===== config.mk =====
export PLATFORM = sky130hd
export DESIGN_NAME = packet_tx
export DESIGN_NICKNAME = d
export VERILOG_FILES = /design/src/rtl/router_pkg.sv /design/src/rtl/tx_fifo.sv /design/src/rtl/packet_tx.sv
export SDC_FILE = /design/constraint.sdc
export NUM_CORES = 1
export LEC_CHECK = 0
export ABC_AREA = 1
export CAP_MARGIN = 40
export CORE_MARGIN = 2
export CORE_UTILIZATION = 50
export DETAILED_ROUTE_END_ITERATION = 12
export PLACE_DENSITY = 0.74
export SETUP_SLACK_MARGIN = 0.4
export SLEW_MARGIN = 20
export SYNTH_ARGS = -nofsm -noshare
export SYNTH_HDL_FRONTEND = slang
export SYNTH_SLANG_ARGS = --single-unit

===== constraint.sdc =====
create_clock -name clk -period 3 [get_ports clk]
set_clock_uncertainty 0.2 [all_clocks]
set_input_delay 0.6 -clock clk [delete_from_list [all_inputs] [get_ports clk]]
set_output_delay 0.6 -clock clk [all_outputs]
set_load 0.005 [all_outputs]

===== src/rtl/router_pkg.sv =====
// Shared router definitions: packet header layout, channel count and the
// transmit FSM state encoding.
package router_pkg;

    localparam int NUM_CH       = 3;
    localparam int HDR_LEN_MSB  = 5;
    localparam int HDR_LEN_LSB  = 2;
    localparam int HDR_DEST_MSB = 1;
    localparam int HDR_DEST_LSB = 0;

    typedef enum logic [1:0] {
        IDLE = 2'd0,
        HDR  = 2'd1,
        PAY  = 2'd2,
        PAR  = 2'd3
    } tx_state_e;

    function automatic logic [7:0] make_hdr(input logic [3:0] len, input logic [1:0] dest);
        logic [7:0] h;
        h = '0;
        h[HDR_LEN_MSB:HDR_LEN_LSB]   = len;
        h[HDR_DEST_MSB:HDR_DEST_LSB] = dest;
        return h;
    endfunction

endpackage


===== src/rtl/tx_fifo.sv =====
// Byte FIFO for packet payload. Exposes the head entry and the one behind it
// so the framer can preload the next byte at the same edge it pops.
module tx_fifo #(
    parameter int DEPTH = 16
) (
    input  logic                     clk,
    input  logic                     rst_n,
    input  logic                     push,
    input  logic [7:0]               push_data,
    input  logic                     pop,
    output logic                     full,
    output logic [$clog2(DEPTH):0]   count,
    output logic [7:0]               head,
    output logic [7:0]               head_nxt
);

    localparam int AW = $clog2(DEPTH);
    localparam int CW = AW + 1;

    logic [7:0]    mem_q [DEPTH];
    logic [AW-1:0] wr_ptr_q, rd_ptr_q, rd_nxt;
    logic [CW-1:0] cnt_q;
    logic          wr_ok, rd_ok;

    // Full is judged before any same-edge pop, so a write to a full FIFO is dropped.
    assign full     = (cnt_q == CW'(DEPTH));
    assign count    = cnt_q;
    assign wr_ok    = push & ~full;
    assign rd_ok    = pop & (cnt_q != '0);
    assign rd_nxt   = rd_ptr_q + AW'(1);
    assign head     = mem_q[rd_ptr_q];
    assign head_nxt = mem_q[rd_nxt];

    always_ff @(posedge clk) begin
        if (wr_ok) mem_q[wr_ptr_q] <= push_data;
    end

    always_ff @(posedge clk or negedge rst_n) begin
        if (!rst_n) begin
            wr_ptr_q <= '0;
            rd_ptr_q <= '0;
            cnt_q    <= '0;
        end else begin
            if (wr_ok) wr_ptr_q <= wr_ptr_q + AW'(1);
            if (rd_ok) rd_ptr_q <= rd_nxt;
            case ({wr_ok, rd_ok})
                2'b10:   cnt_q <= cnt_q + CW'(1);
                2'b01:   cnt_q <= cnt_q - CW'(1);
                default: cnt_q <= cnt_q;
            endcase
        end
    end

endmodule


===== src/rtl/packet_tx.sv =====
// Packet transmitter: frames header, FIFO payload and XOR parity onto a
// stallable byte stream.
module packet_tx
    import router_pkg::*;
#(
    parameter int DEPTH = 16
) (
    input  logic                   clk,
    input  logic                   rst_n,
    input  logic                   wr_en,
    input  logic [7:0]             wr_data,
    output logic                   fifo_full,
    output logic [$clog2(DEPTH):0] fifo_cnt,
    input  logic                   send,
    input  logic [1:0]             send_dest,
    input  logic [3:0]             send_len,
    input  logic                   par_inv,
    output logic                   cmd_ack,
    output logic                   cmd_err,
    input  logic                   stall,
    output logic                   pkt_v,
    output logic [7:0]             dout,
    output logic                   tx_busy,
    output logic                   done
);

    tx_state_e  state_q;
    logic [3:0] len_q, idx_q;
    logic       inv_q;
    logic [7:0] par_q, dout_q;
    logic       ack_q, err_q, busy_q, done_q;

    logic       byte_valid, cmd_ok, accept, pop, last;
    logic [7:0] hdr_d, par_d, head, head_nxt;

    tx_fifo #(.DEPTH(DEPTH)) u_fifo (
        .clk       (clk),
        .rst_n     (rst_n),
        .push      (wr_en),
        .push_data (wr_data),
        .pop       (pop),
        .full      (fifo_full),
        .count     (fifo_cnt),
        .head      (head),
        .head_nxt  (head_nxt)
    );

    assign byte_valid = (state_q != IDLE);
    assign pkt_v      = byte_valid & ~stall;
    assign cmd_ok     = (state_q == IDLE) && (int'(send_dest) < NUM_CH) &&
                        (send_len != 4'd0) && (int'(fifo_cnt) >= int'(send_len));
    assign accept     = send & cmd_ok;
    assign pop        = pkt_v && (state_q == PAY);
    assign last       = (idx_q == len_q - 4'd1);
    assign hdr_d      = make_hdr(send_len, send_dest);
    // dout_q holds the byte being transferred, so folding it in covers header and payload.
    assign par_d      = par_q ^ dout_q;

    assign dout    = dout_q;
    assign cmd_ack = ack_q;
    assign cmd_err = err_q;
    assign tx_busy = busy_q;
    assign done    = done_q;

    always_ff @(posedge clk or negedge rst_n) begin
        if (!rst_n) begin
            state_q <= IDLE;
            len_q   <= '0;
            idx_q   <= '0;
            inv_q   <= 1'b0;
            par_q   <= '0;
            dout_q  <= '0;
            ack_q   <= 1'b0;
            err_q   <= 1'b0;
            busy_q  <= 1'b0;
            done_q  <= 1'b0;
        end else begin
            ack_q  <= accept;
            err_q  <= send & ~accept;
            done_q <= 1'b0;
            case (state_q)
                IDLE: if (accept) begin
                    state_q <= HDR;
                    len_q   <= send_len;
                    inv_q   <= par_inv;
                    idx_q   <= '0;
                    dout_q  <= hdr_d;
                    par_q   <= '0;
                    busy_q  <= 1'b1;
                end
                HDR: if (pkt_v) begin
                    state_q <= PAY;
                    par_q   <= par_d;
                    dout_q  <= head;
                end
                PAY: if (pkt_v) begin
                    par_q <= par_d;
                    idx_q <= idx_q + 4'd1;
                    if (last) begin
                        state_q <= PAR;
                        dout_q  <= par_d ^ {8{inv_q}};
                    end else begin
                        dout_q  <= head_nxt;
                    end
                end
                PAR: if (pkt_v) begin
                    state_q <= IDLE;
                    dout_q  <= '0;
                    busy_q  <= 1'b0;
                    done_q  <= 1'b1;
                end
                default: state_q <= IDLE;
            endcase
        end
    end

endmodule


Yosys cells after proc, flatten, opt, wreduce, memory -nomap -nowiden
Memories as Yosys holds them, arrays and structs flattened. Index checks and enable logic that the tools add are counted.

Memories kept: 1. Flip-flop bits (word level): 44. Memory bits (read-only): 0. Bits in latches: 0. Logic and storage cells: 90. Memory bits (writable): 128.

Memories: u_fifo.mem_q (words 16, bits a word 8, rd ports 2, clocked after Yosys merged registers in 0, write ports 1, line tx_fifo.sv:20) `logic [7:0] mem_q [DEPTH];`.

Equality and inequality tests: 13. Reduce and logical (&&, ||, !) cells: 19. Shifts and indexed selects: 0. Bitwise logic cells: 10. $lt $le $gt $ge: 2. Divide/modulo/power cells: 0. $mul: 0. Add/subtract/negate cells: 6. Multiplexer cells: 26.

Operator list (number): $mux 8 (7); $pmux 8 s4 (1); $pmux 8 s2 (1); $xor 8x8->8 (2); $add 4x1->4 const B (3); $mux 2 (5); $ne 2x2->1 const B (5); $pmux 5 s2 (1); $reduce_bool 2->1 (5); $reduce_and 3->1 (3); $mux 4 (2); $pmux 2 s4 (1); $pmux 4 s2 (1); $eq 2x2->1 const B (3); $mux 1 (6); $add 5x1->5 const B (1); $and 1x1->1 (5); $eq 5x5->1 const B (1); $ge 5x4->1 (1); $reduce_and 5->1 (1); $reduce_bool 5->1 (1); $sub 5x1->5 const B (1); $eq 2x1->1 const B (2); $eq 4x4->1 (1); 11 further kinds (16).

Depth between registers and ports, before layout
Gate-level depths: netlist of the first run.

Depth after elaboration: 7. Gate-level depth with buffers: 15.

By module
Synthesis of the first run repeated with hierarchy kept, for this count alone.

Cells, all modules: 1187. Area total of the unflattened synthesis: 9740.6 sq um.

Modules (own cells, without submodules): tx_fifo (cells each 888, area each 7563.5 sq um, seq. area each 4169.0 sq um, instances 1); packet_tx (cells each 299, area each 2177.1 sq um, seq. area each 775.7 sq um, instances 1).

Worst setup path after synthesis of the first run
OpenSTA, ideal clock, no wires.

Kind: register -> register. From: register state_q[0]. To: register u_fifo.cnt_q[4] (netlist: u_fifo.count[4]). Setup slack: 0.028 ns. Cell stages (with the launch flop): 16. Arrival: 2.641 ns. Clock period less this slack: 2.972 ns. Library setup time: 0.131 ns. Cells stage by stage: dfrtp_1 inv_1 ha_1 nor2_1 inv_1 nor2_1 nand2_1 inv_1 ha_1 fa_1 a21o_1 a21oi_1 inv_1 a21oi_1 o21ai_0 xor2_1.

Longest elaborated chain between the ends: 6. Elaborated cells on any way between the ends: 9.

RTL lines: start: declaration (line packet_tx.sv:27) `tx_state_e state_q;`; start signal: assignment (line packet_tx.sv:67) `state_q <= IDLE;`; start signal: assignment (line packet_tx.sv:83) `state_q <= HDR;`; start signal: assignment (line packet_tx.sv:92) `state_q <= PAY;`; $reduce_bool 2->1 (*) (line packet_tx.sv:48) `assign byte_valid = (state_q != IDLE);`; $and 1x1->1 (*) (line packet_tx.sv:49) `assign pkt_v = byte_valid & ~stall;`; net pkt_v (line packet_tx.sv:21) `output logic pkt_v,`; $logic_and 1x1->1 (*) (line packet_tx.sv:53) `assign pop = pkt_v && (state_q == PAY);`; $and 1x1->1 (*) (line tx_fifo.sv:29) `assign rd_ok = pop & (cnt_q != '0);`; net u_fifo.rd_ok (line tx_fifo.sv:23) `logic wr_ok, rd_ok;`; $eq 2x1->1 / $eq 2x2->1 (equally long branches) (line tx_fifo.sv:46) `case ({wr_ok, rd_ok})`; $pmux 5 s2 / $reduce_bool 2->1 (equally long branches); end signal: assignment (line tx_fifo.sv:47) `2'b10: cnt_q <= cnt_q + CW'(1);`; end signal: assignment (line tx_fifo.sv:48) `2'b01: cnt_q <= cnt_q - CW'(1);`; end signal: assignment (line tx_fifo.sv:49) `default: cnt_q <= cnt_q;`; end: declaration (line tx_fifo.sv:22) `logic [CW-1:0] cnt_q;`.

The timed path passes the listed nets; every way through them passes the cells marked *. A chain may end at the register's enable or synchronous reset.

Worst setup path in the final report of the first run
From: register state_q[1]. To: register u_fifo.cnt_q[4] (netlist: u_fifo.count[4]).

Longest elaborated chain between the ends: 6. Elaborated cells on any way between the ends: 9.

RTL lines (line): $reduce_bool 2->1 (packet_tx.sv:48); $and 1x1->1 (packet_tx.sv:49); $logic_and 1x1->1 (*) (packet_tx.sv:53); $and 1x1->1 (*) (tx_fifo.sv:29); net u_fifo.rd_ok (tx_fifo.sv:23); $eq 2x1->1 / $eq 2x2->1 (equally long branches) (tx_fifo.sv:46); $pmux 5 s2 / $reduce_bool 2->1 (equally long branches).

Marked as above.

==> results.txt, run 1 <==
----------------------------------------------------
[Run status]
  Outcome ... finished clean

[Synth]
  Top FF cell, synth ... sky130_fd_sc_hd__edfxtp_1
  Post-synthesis instance area ... 0.00929 sq mm
  Portion of the post-synthesis area used by sequential elements ... 53.2%
  Ys Warns ... 0
  Post-synth top area cell ... sky130_fd_sc_hd__edfxtp_1
  Avg Inst Size Synth ... 8.47 sq um
  Post-synth top area share ... 41.4%
  Syn nets ... 1,137
  Post-synthesis sequential element count ... 172
  Leading cell type by number of instances after synthesis ... sky130_fd_sc_hd__nand2_1
  Number of enable-type register cells in the synthesized netlist ... 128
  Leading post-synthesis cells by cell area ... sky130_fd_sc_hd__edfxtp_1, sky130_fd_sc_hd__dfrtp_1, sky130_fd_sc_hd__nand2_1, sky130_fd_sc_hd__nand3_1, sky130_fd_sc_hd__inv_1
  Share of synthesized flip-flops with an asynchronous set or reset ... 25.6%
  List of most frequent post-synthesis cells ... sky130_fd_sc_hd__nand2_1, sky130_fd_sc_hd__nand3_1, sky130_fd_sc_hd__edfxtp_1, sky130_fd_sc_hd__inv_1, sky130_fd_sc_hd__o21ai_0
  Count of different cell masters after synthesis ... 33
  Number of cells produced by synthesis ... 1,097

[Critical path]
  Required time of the critical path ... 3.12 ns
  Arrival time at the worst endpoint ... 2.65 ns
  Critical path buffers and inverters ... 4
  Cell family with most CP delay ... adder cells
  Largest fanout on the critical path ... 4
  Critical path's largest stage delay ... 0.42 ns
  Crit-path slowest cell ... sky130_fd_sc_hd__dfrtp_1
  Critical path class ... reg2reg
  Critical Path, Cell by Cell ... inv_2 > ha_4 > nor2_2 > inv_1 > nor2_2 > nand2_2 > inv_2 > ha_4 > ha_1 > a21o_1 > a21oi_2 > inv_1 > a21oi_2 > o21ai_1 > xor2_1
  Sort of element at the start of the critical path ... flip-flop
  Capturing element type of the critical path ... flip-flop

[Finish]
  Final standard cell utilization of the core ... 60.5%
  Sequential cell area ... 0.00495 sq mm
  Total area of multi-input combinational cells ... 0.00372 sq mm
  Antenna cell count ... 0
  Area growth from synthesis to final layout ... 17.7%
  Layout filler cell count ... 1,494
  Fraction of final layout cells with drive strength greater than 1 ... 11.0%
  Post-route non-filler standard cell count ... 1,403
  Nets ... 1,202

[Routing]
  Average vias per placed instance ... 5.49
  Iteration count of the initial detailed-routing pass ... 6
  DRT antenna net count ... 0
  Top Layer Used ... met4
  Met1 wire length ... 9780 um
  Initial detailed-routing violation count ... 759
  Total DRC errors in the routed layout ... 0
  Total Routed Length ... 23,300 um
  Mean routed wirelength per cell ... 16.6 um
  Via total after detailed routing ... 7,699
  Metal3 WL ... 1840 um
  Routed wire length on met2 ... 11,100 um

[Placement]
  # port buffers ... 38
  HPWL after detailed placement ... 15,200 um
  Place WS ... -0.0302 ns
  Final weighted congestion in routability-driven placement ... 0.841
  Placed Instances ... 1,358

[GRT]
  Number of global-route vias before repair ... 7,110
  Initial antenna violation count ... 0
  Largest net degree at the start of global routing ... 88
  GRT overflow ... 0
  Wire length of the first global-routing pass ... 37,000 um
  Aggregate global-route resource usage ... 24.3%

[STA]
  Setup TNS after final layout ... 0 ns
  Unrepaired setup endpoints after global routing ... yes
  Smallest setup slack after layout ... 0.469 ns
  Worst hold slack across all endpoints ... 0.319 ns
  Pins over their slew limit ... 0
  Slew margin rel. ... 48.1%
  Slew at the pin with the worst max-slew slack ... 0.777 ns
  Max frequency ... 395 MHz
  Fin crit share ... 84.4%
  Setup-violating endpoint count in the final report ... 0
  Final number of hold-violating endpoints ... 0
  Clock period minus worst slack ... 2.53 ns

[Power]
  Internal ... 6.52 mW
  Sw frac ... 45.4%
  Worst ir drop on vdd ... 0.729 mV
  Switching power ... 5.43 mW
  Ratio of total power to cell area ... 1090 mW/mm^2
  Relative contribution of combinational cells to total power ... 54.2%
  Clock Power Share ... 17.9%
  Leakage power total ... 4.75 nW
  Sequential power share ... 28.0%

[Die]
  Area enclosed by the die boundary ... 0.0197 sq mm
  Starting density of the core ... 51.4%
  Floorplan die width ... 140 um
  DIE HEIGHT ... 140 um
  Number of placement rows ... 49
  Core Area ... 0.0181 sq mm
  Count of pins on the block boundary ... 39

[Clock network]
  Clock tree sinks ... 172
  Clock latency on the worst-skew pair ... 0.44 ns
  Num CTS Buffers ... 17
  Buffer depth of the longest clock path ... 2
  CTS tree ... built
  CTS root buf ... sky130_fd_sc_hd__clkbuf_16
  H-tree level count ... 4
  Worst-path clk slew ... 0.07 ns

[Hold path]
  Type of the most critical hold path ... reg2reg

[Flow run]
  Number of max-capacitance violations reported ... 0

----------------------------------------------------
==> cell usage in the layout (no fill, tap or decap), types with 5 or more instances in the layout <==
cell type                         synthesis  routed
sky130_fd_sc_hd__nand2_1                292     290
sky130_fd_sc_hd__nand3_1                147     144
sky130_fd_sc_hd__edfxtp_1               128     128
sky130_fd_sc_hd__inv_1                  128     124
sky130_fd_sc_hd__o21ai_0                 95      94
sky130_fd_sc_hd__a21oi_1                 67      64
sky130_fd_sc_hd__nor2_1                  58      56
sky130_fd_sc_hd__buf_4                    0      54
sky130_fd_sc_hd__dfrtp_1                 44      41
sky130_fd_sc_hd__clkdlybuf4s50_1          0      35
sky130_fd_sc_hd__clkbuf_16                0      17
sky130_fd_sc_hd__ha_1                    19      15
sky130_fd_sc_hd__xor2_1                  12      12
sky130_fd_sc_hd__o211ai_1                12      12
sky130_fd_sc_hd__xnor2_1                 10      10
sky130_fd_sc_hd__nand4_1                  6       6
sky130_fd_sc_hd__inv_2                    2       5
sky130_fd_sc_hd__or2_2                    5       5
sky130_fd_sc_hd__inv_6                    0       5
==> final timing paths <==
kind / end / startpoint / slack [ns] / depth (start not counted)
min reg2reg: tx_busy / tx_busy / 0.32 / 2
max: u_fifo.count[4] / state_q[1] / 0.47 / 15
min in group asynchronous: state_q[0] / rst_n / 0.40 / 2
max in group asynchronous: u_fifo.wr_ptr_q[1] / rst_n / 1.74 / 3
min: tx_busy / tx_busy / 0.32 / 2
max reg2reg: u_fifo.count[4] / state_q[1] / 0.47 / 15
==> metal layers <==
layer	vias to the layer above	GRT usage, %
met4	0	9.30
li1	3771	-
met1	3561	32.1
met3	47	4.62
met5	-	0
met2	320	39.9
==> registers in the layout (all words and copies together), names as in the netlist <==
name / cells
tx_busy: 1
u_fifo.count: 5
cmd_err: 1
u_fifo.mem_q: 128
par_q: 8
u_fifo.rd_ptr_q: 4
inv_q: 1
done: 1
len_q: 4
idx_q: 4
cmd_ack: 1
u_fifo.wr_ptr_q: 4
dout: 8
state_q: 2
==> through the flow <==
| stage | instance area (sq um) | total power [mW] |
|---|---|---|
| 3_5_place_dp | 10200 | 9.37 |
| 3_3_place_gp | 10100 | 9.26 |
| 2_1_floorplan | 9340 | 7.45 |
| 5_1_grt | 10900 | 12.9 |
| 4_1_cts | 10800 | 11.6 |
| 6_report | 10900 | 12.0 |
==> power by group through the flow <==
| stage | combinational, mW | sequential (mW) | clock (mW) |
|---|---|---|---|
| 3_5_place_dp | 6.00 | 3.37 | 0 |
| 5_1_grt | 7.21 | 3.39 | 2.25 |
| 2_1_floorplan | 4.16 | 3.28 | 0 |
| 4_1_cts | 6.13 | 3.34 | 2.16 |
| 6_report | 6.48 | 3.34 | 2.14 |
| 3_3_place_gp | 5.90 | 3.37 | 0 |
==> cell families (layout without fill, tap and decap cells) <==
logic type,Yosys count,count (layout),synth area share (%)
AND/OR/NAND/NOR,511,511,23.0
XOR/XNOR,23,23,2.37
adder cells (fa/ha/maj),20,20,2.77
flip-flops,172,172,53.2
buffers and inverters,187,264,7.90
AO/OA/AOI/OAI,184,184,10.7
==> cell type report <==
class	instances	share of cell area [%]
multi-input combinational	738	34.0
inverter	132	4.60
timing repair buffer	101	8.35
tap	229	2.62
clock inverter	13	1.21
sequential	172	45.3
clock buffer	18	3.92
==> timing repair <==
| item | 4_1_cts | 5_1_grt |
|---|---|---|
| hold buffers | 1 | 0 |
| pin swaps | 3 | 9 |
| gates resized for setup | 6 | 21 |
| endpoints found under the hold margin | 12 | 0 |
| setup endpoints to repair | 12 | 24 |
| buffers inserted | 5 | 8 |
==> worst reg2reg max path, delay by kind of cell, from the launching register on <==
family	cells	cell delay (ns)
adder cells (fa/ha/maj)	3	0.55
AO/OA/AOI/OAI	4	0.49
flip-flops	1	0.42
AND/OR/NAND/NOR	3	0.35
buffers and inverters	4	0.28
XOR/XNOR	1	0.14
No activity file was read; power rests on OpenSTA's default activity.
==> run 2: changes to the inputs <==
PLACE_DENSITY = 0.72   (was 0.74)
clock period = 2.6 ns   (was 3 ns; I/O delays follow)
==> run 2 against run 1 <==
Critical endpoint unchanged. Die area unchanged. Combinational power increased by 39%. Via count is 4.7% higher. Flip-flop and latch count unchanged. Sequential power increased by 16%. Design area up 8.6%. Highest routed layer unchanged. Largest cell class unchanged. Global-route usage grew 1.2 points. Sequential share of layout area down 3.6 points. Maximum frequency is 1.8% lower.
==> results.txt, run 2 (same netlist as run 1, synthesis figures left out) <==
----------------------------------------------------
[Run status]
  Outcome ... finished clean

[Critical path]
  Critical path class ... reg2reg
  Largest fanout on the critical path ... 4
  Sort of element at the start of the critical path ... flip-flop
  Required time of the critical path ... 2.72 ns
  Capturing element type of the critical path ... flip-flop
  Arrival time at the worst endpoint ... 2.70 ns

[Die]
  Area enclosed by the die boundary ... 0.0197 sq mm
  DIE HEIGHT ... 140 um
  Core Area ... 0.0181 sq mm
  Starting density of the core ... 51.4%
  Floorplan die width ... 140 um
  Number of placement rows ... 49
  Count of pins on the block boundary ... 39

[Flow run]
  Number of max-capacitance violations reported ... 0

[Finish]
  Non-Filler Cell Area, Final ... 0.0119 sq mm
  Fraction of final layout cells with drive strength greater than 1 ... 20.1%
  Final standard cell utilization of the core ... 65.7%
  Register with the most flip-flops ... u_fifo.mem_q
  Layout filler cell count ... 1,348
  Antenna cell count ... 0
  Largest register FFs ... 128
  Commonest non-fill, non-tap cell in the layout ... sky130_fd_sc_hd__nand2_1
  Most used cells in the layout excluding fill and tap cells ... sky130_fd_sc_hd__nand2_1, sky130_fd_sc_hd__nand3_1, sky130_fd_sc_hd__edfxtp_1
  Area growth from synthesis to final layout ... 27.9%
  Nets ... 1,239

[STA]
  Unrepaired setup endpoints after global routing ... yes
  Worst hold slack across all endpoints ... 0.346 ns
  Final number of hold-violating endpoints ... 0
  Setup-violating endpoint count in the final report ... 0
  Slew at the pin with the worst max-slew slack ... 0.591 ns
  Fin crit share ... 99.1%
  Max frequency ... 388 MHz
  Slew margin rel. ... 60.4%
  Smallest setup slack after layout ... 0.0233 ns
  Pins over their slew limit ... 0
  Clock period minus worst slack ... 2.58 ns

[Placement]
  # port buffers ... 38
  Place WS ... -0.276 ns
  Final weighted congestion in routability-driven placement ... 0.873
  HPWL after detailed placement ... 15,700 um
  Cell area reported after detailed placement ... 0.0103 sq mm

[Routing]
  Mean routed wirelength per cell ... 17.9 um
  Via total after detailed routing ... 8,063
  Iteration count of the initial detailed-routing pass ... 5
  Metal3 WL ... 2060 um
  Met1 wire length ... 10,200 um
  Initial detailed-routing violation count ... 820
  Total Routed Length ... 25,800 um
  Top Layer Used ... met4
  Average vias per placed instance ... 5.60
  Routed wire length on met2 ... 12,800 um
  DRT antenna net count ... 0
  Total DRC errors in the routed layout ... 0

[GRT]
  Number of global-route vias before repair ... 7,576
  Initial antenna violation count ... 0
  Wire length of the first global-routing pass ... 38,800 um
  Aggregate global-route resource usage ... 25.5%
  Largest net degree at the start of global routing ... 68
  GRT overflow ... 0

[Clock network]
  CTS root buf ... sky130_fd_sc_hd__clkbuf_16
  Worst-path clk slew ... 0.07 ns
  Num CTS Buffers ... 17
  Buffer depth of the longest clock path ... 2
  Clock tree sinks ... 172
  H-tree level count ... 4
  Clock latency on the worst-skew pair ... 0.44 ns
  CTS tree ... built

[Power]
  Leakage power total ... 5.14 nW
  Ratio of total power to cell area ... 1300 mW/mm^2
  Worst ir drop on vdd ... 0.872 mV

[Hold path]
  Type of the most critical hold path ... reg2reg

----------------------------------------------------
==> run 2: changes by cell type in the layout (fill, tap and decap cells not counted), sizes merged, moves of 2 or more <==
cell / change
buf: +39
clkinvlp: +2
dlymetal6s2s: +3
clkdlybuf4s50: -7
==> run 2: final timing paths <==
kind,slack [ns],to,depth (start not counted),startpoint
setup / recovery,0.02,u_fifo.count[4],14,u_fifo.count[0]
hold / removal,0.35,dout[1],2,dout[1]
setup reg to reg,0.02,u_fifo.count[4],14,u_fifo.count[0]
hold reg to reg,0.35,dout[1],2,dout[1]
max in group asynchronous,1.12,u_fifo.count[0],3,rst_n
min in group asynchronous,0.40,par_q[3],2,rst_n
==> run 2: power by group <==
group          switching (mW)  internal (mW)  total [mW]  leakage (nW)
registers               0.424           3.46        3.89          1.71
clock network            1.15           1.44        2.59         0.281
logic                    5.49           3.52        9.01          3.14
==> run 2: final cells by class <==
type                    instances  area (sq um)  share of cell area (%)
flip-flops and latches        172          4950                    41.7
multi-input cells             738          4140                    34.8
repair buffers                138          1420                    11.9
inverters                     132           504                    4.24
clock buffers                  18           429                    3.61
well taps                     229           287                    2.41
clock inverters                14           158                    1.33
==> run 2: metal layers <==
metal  global-route usage (%)  vias up
li1                         -     3860
met1                     32.4     3756
met2                     42.8      378
met3                     5.13       69
met4                     10.6        0
met5                        0        -
==> run 2: repair_timing <==
item | in CTS | in global routing
hold buffers | 1 | 0
setup endpoints to repair | 65 | 165
endpoints found under the hold margin | 22 | 0
buffers inserted | 16 | 12
gates resized for setup | 80 | 140
pin swaps | 14 | 28
gates cloned | 1 | 0
==> run 2: worst max-delay path, stage by stage (launching register included) <==
cell                      delay [ns]
sky130_fd_sc_hd__dfrtp_2        0.43
sky130_fd_sc_hd__nor4_4         0.32
sky130_fd_sc_hd__buf_4          0.17
sky130_fd_sc_hd__nand2_4        0.05
sky130_fd_sc_hd__buf_6          0.12
sky130_fd_sc_hd__nand2_4        0.06
sky130_fd_sc_hd__ha_4           0.16
sky130_fd_sc_hd__buf_4          0.11
sky130_fd_sc_hd__buf_6          0.10
sky130_fd_sc_hd__ha_4           0.19
sky130_fd_sc_hd__a21oi_2        0.14
sky130_fd_sc_hd__inv_2          0.05
sky130_fd_sc_hd__a21oi_2        0.12
sky130_fd_sc_hd__o21ai_1        0.08
sky130_fd_sc_hd__xor2_1         0.14
==> run 2: per-stage QoR <==
| stage | setup TNS, ns | total power, mW | instances |
|---|---|---|---|
| after detailed placement | -5.54 | 11.0 | 1379 |
| final | 0 | 15.5 | 1441 |
| after CTS | 0 | 14.5 | 1429 |
| after floorplan | 0 | 8.61 | 1097 |
| after global routing | -0.0895 | 16.5 | 1441 |
| after global placement | -3.73 | 10.9 | 1379 |
==> run 3: changes to the inputs <==
clock period = 3.1 ns   (was 2.6 ns; I/O delays follow)
==> run 3 against run 2 <==
Design area decreased by 8.7%. Power is 26% lower. Final cell count decreased by 3.2%. Die area stayed put. Sequential share of layout area rose by 4.0 points. Worst setup slack improved by 0.49 ns. Maximum frequency decreased by 0.35%. Sequential power fell by 17%. Combinational power shrank 33%. Critical path type unchanged. Highest routed layer unchanged.
==> results.txt, run 3 (same netlist as run 1, synthesis figures left out) <==
----------------------------------------------------
[Clock network]
  CTS root buf ... sky130_fd_sc_hd__clkbuf_16
  Clock tree sinks ... 172
  CTS tree ... built
  Num CTS Buffers ... 17
  Buffer depth of the longest clock path ... 2
  H-tree level count ... 4
  Worst-path clk slew ... 0.07 ns
  Clock latency on the worst-skew pair ... 0.44 ns

[Routing]
  Iteration count of the initial detailed-routing pass ... 7
  Initial detailed-routing violation count ... 649
  Mean routed wirelength per cell ... 16.6 um
  Total DRC errors in the routed layout ... 0
  Total Routed Length ... 23,100 um
  Via total after detailed routing ... 7,598
  Average vias per placed instance ... 5.45
  DRT antenna net count ... 0

[Critical path]
  Most frequent cell on the critical path ... sky130_fd_sc_hd__inv_1
  Cell family with most CP delay ... adder cells
  Sort of element at the start of the critical path ... flip-flop
  Critical Path, Cell by Cell ... inv_2 > ha_4 > nor2_2 > inv_1 > nor2_2 > nand2_2 > inv_1 > ha_4 > ha_1 > a21o_1 > a21oi_1 > inv_1 > a21oi_1 > o21ai_0 > xor2_1
  Largest fanout on the critical path ... 4
  Arrival time at the worst endpoint ... 2.70 ns
  Critical path buffers and inverters ... 4
  Crit-path slowest cell ... sky130_fd_sc_hd__dfrtp_1
  Critical path's largest stage delay ... 0.41 ns
  Required time of the critical path ... 3.21 ns
  Critical path class ... reg2reg
  Capturing element type of the critical path ... flip-flop

[Placement]
  HPWL after detailed placement ... 15,300 um
  # port buffers ... 38
  Final weighted congestion in routability-driven placement ... 0.847

[GRT]
  Aggregate global-route resource usage ... 23.9%
  Number of global-route vias before repair ... 7,103
  Initial antenna violation count ... 0
  Wire length of the first global-routing pass ... 36,600 um
  GRT overflow ... 0
  Largest net degree at the start of global routing ... 107

[Finish]
  Most used cells in the layout excluding fill and tap cells ... sky130_fd_sc_hd__nand2_1, sky130_fd_sc_hd__nand3_1, sky130_fd_sc_hd__edfxtp_1
  Total area of multi-input combinational cells ... 0.00368 sq mm
  Sequential cell area ... 0.00495 sq mm
  Area growth from synthesis to final layout ... 16.7%
  Antenna cell count ... 0
  Nets ... 1,194
  Fraction of final layout cells with drive strength greater than 1 ... 9.78%
  Largest register FFs ... 128
  Layout filler cell count ... 1,528
  Commonest non-fill, non-tap cell in the layout ... sky130_fd_sc_hd__nand2_1
  Register with the most flip-flops ... u_fifo.mem_q

[Die]
  Starting density of the core ... 51.4%
  Number of placement rows ... 49
  Core Area ... 0.0181 sq mm
  DIE HEIGHT ... 140 um
  Count of pins on the block boundary ... 39
  Area enclosed by the die boundary ... 0.0197 sq mm
  Floorplan die width ... 140 um

[Flow run]
  Number of max-capacitance violations reported ... 0

[Power]
  Ratio of total power to cell area ... 1060 mW/mm^2
  Worst ir drop on vdd ... 0.552 mV
  Leakage power total ... 4.75 nW
  Overall power consumption ... 11.5 mW

[STA]
  Slew at the pin with the worst max-slew slack ... 0.710 ns
  Setup TNS after final layout ... 0 ns
  Pins over their slew limit ... 0
  Setup-violating endpoint count in the final report ... 0
  Unrepaired setup endpoints after global routing ... yes
  Max frequency ... 387 MHz
  Fin crit share ... 83.4%
  Clock period minus worst slack ... 2.59 ns
  Slew margin rel. ... 52.6%
  Final number of hold-violating endpoints ... 0

[Run status]
  Outcome ... finished clean

[Hold path]
  Type of the most critical hold path ... reg2reg

----------------------------------------------------
[run 3: area by class of cell]
type	count	share of cell area, %
clock buffers	17	3.92
clock inverters	14	1.57
inverters	132	4.60
multi-input cells	738	33.9
flip-flops and latches	172	45.7
well taps	229	2.64
repair buffers	93	7.70
[run 3: final timing paths]
path / startpoint / to / slack (ns) / cells after the start
min: tx_busy / tx_busy / 0.30 / 2
max in group asynchronous: rst_n / u_fifo.count[2] / 1.56 / 3
min reg2reg: tx_busy / tx_busy / 0.30 / 2
max: state_q[0] / u_fifo.count[4] / 0.51 / 15
max reg2reg: state_q[0] / u_fifo.count[4] / 0.51 / 15
min in group asynchronous: rst_n / par_q[3] / 0.52 / 2
[run 3: timing repair]
action | in CTS | in global routing
pin swaps | 0 | 3
hold buffers | 1 | 0
gates resized for setup | 2 | 16
setup buffers | 1 | 4
setup endpoints to repair | 4 | 21
endpoints found under the hold margin | 5 | 0
[run 3: report_power, final]
group	internal [mW]	switching, mW
combinational	2.14	3.90
clock	1.22	0.971
sequential	2.90	0.325
[run 3: per-stage QoR]
step,setup slack (ns),instances,instance area [sq um],hold WS [ns],utilization [%]
2_1_floorplan,0.421,1097,9310,0.124,-
3_3_place_gp,0.0774,1357,10100,0.292,55.9
3_5_place_dp,0.0538,1357,10100,0.285,55.9
4_1_cts,0.372,1390,10700,0.304,59.4
5_1_grt,0.343,1395,10800,0.333,60.0
6_report,0.514,1395,10800,0.305,60.0
[run 3: per-layer routing]
layer	track usage [%]	part of all wire, %
met5	0	0
met4	9.14	2.3
met3	4.85	7.2
met2	39.8	48
met1	31.0	43
[run 3: worst min-delay path, cell delays in order (launching register included)]
cell and delay, ns:
sky130_fd_sc_hd__dfrtp_1 0.36, sky130_fd_sc_hd__nand2_1 0.05, sky130_fd_sc_hd__o21ai_0 0.06
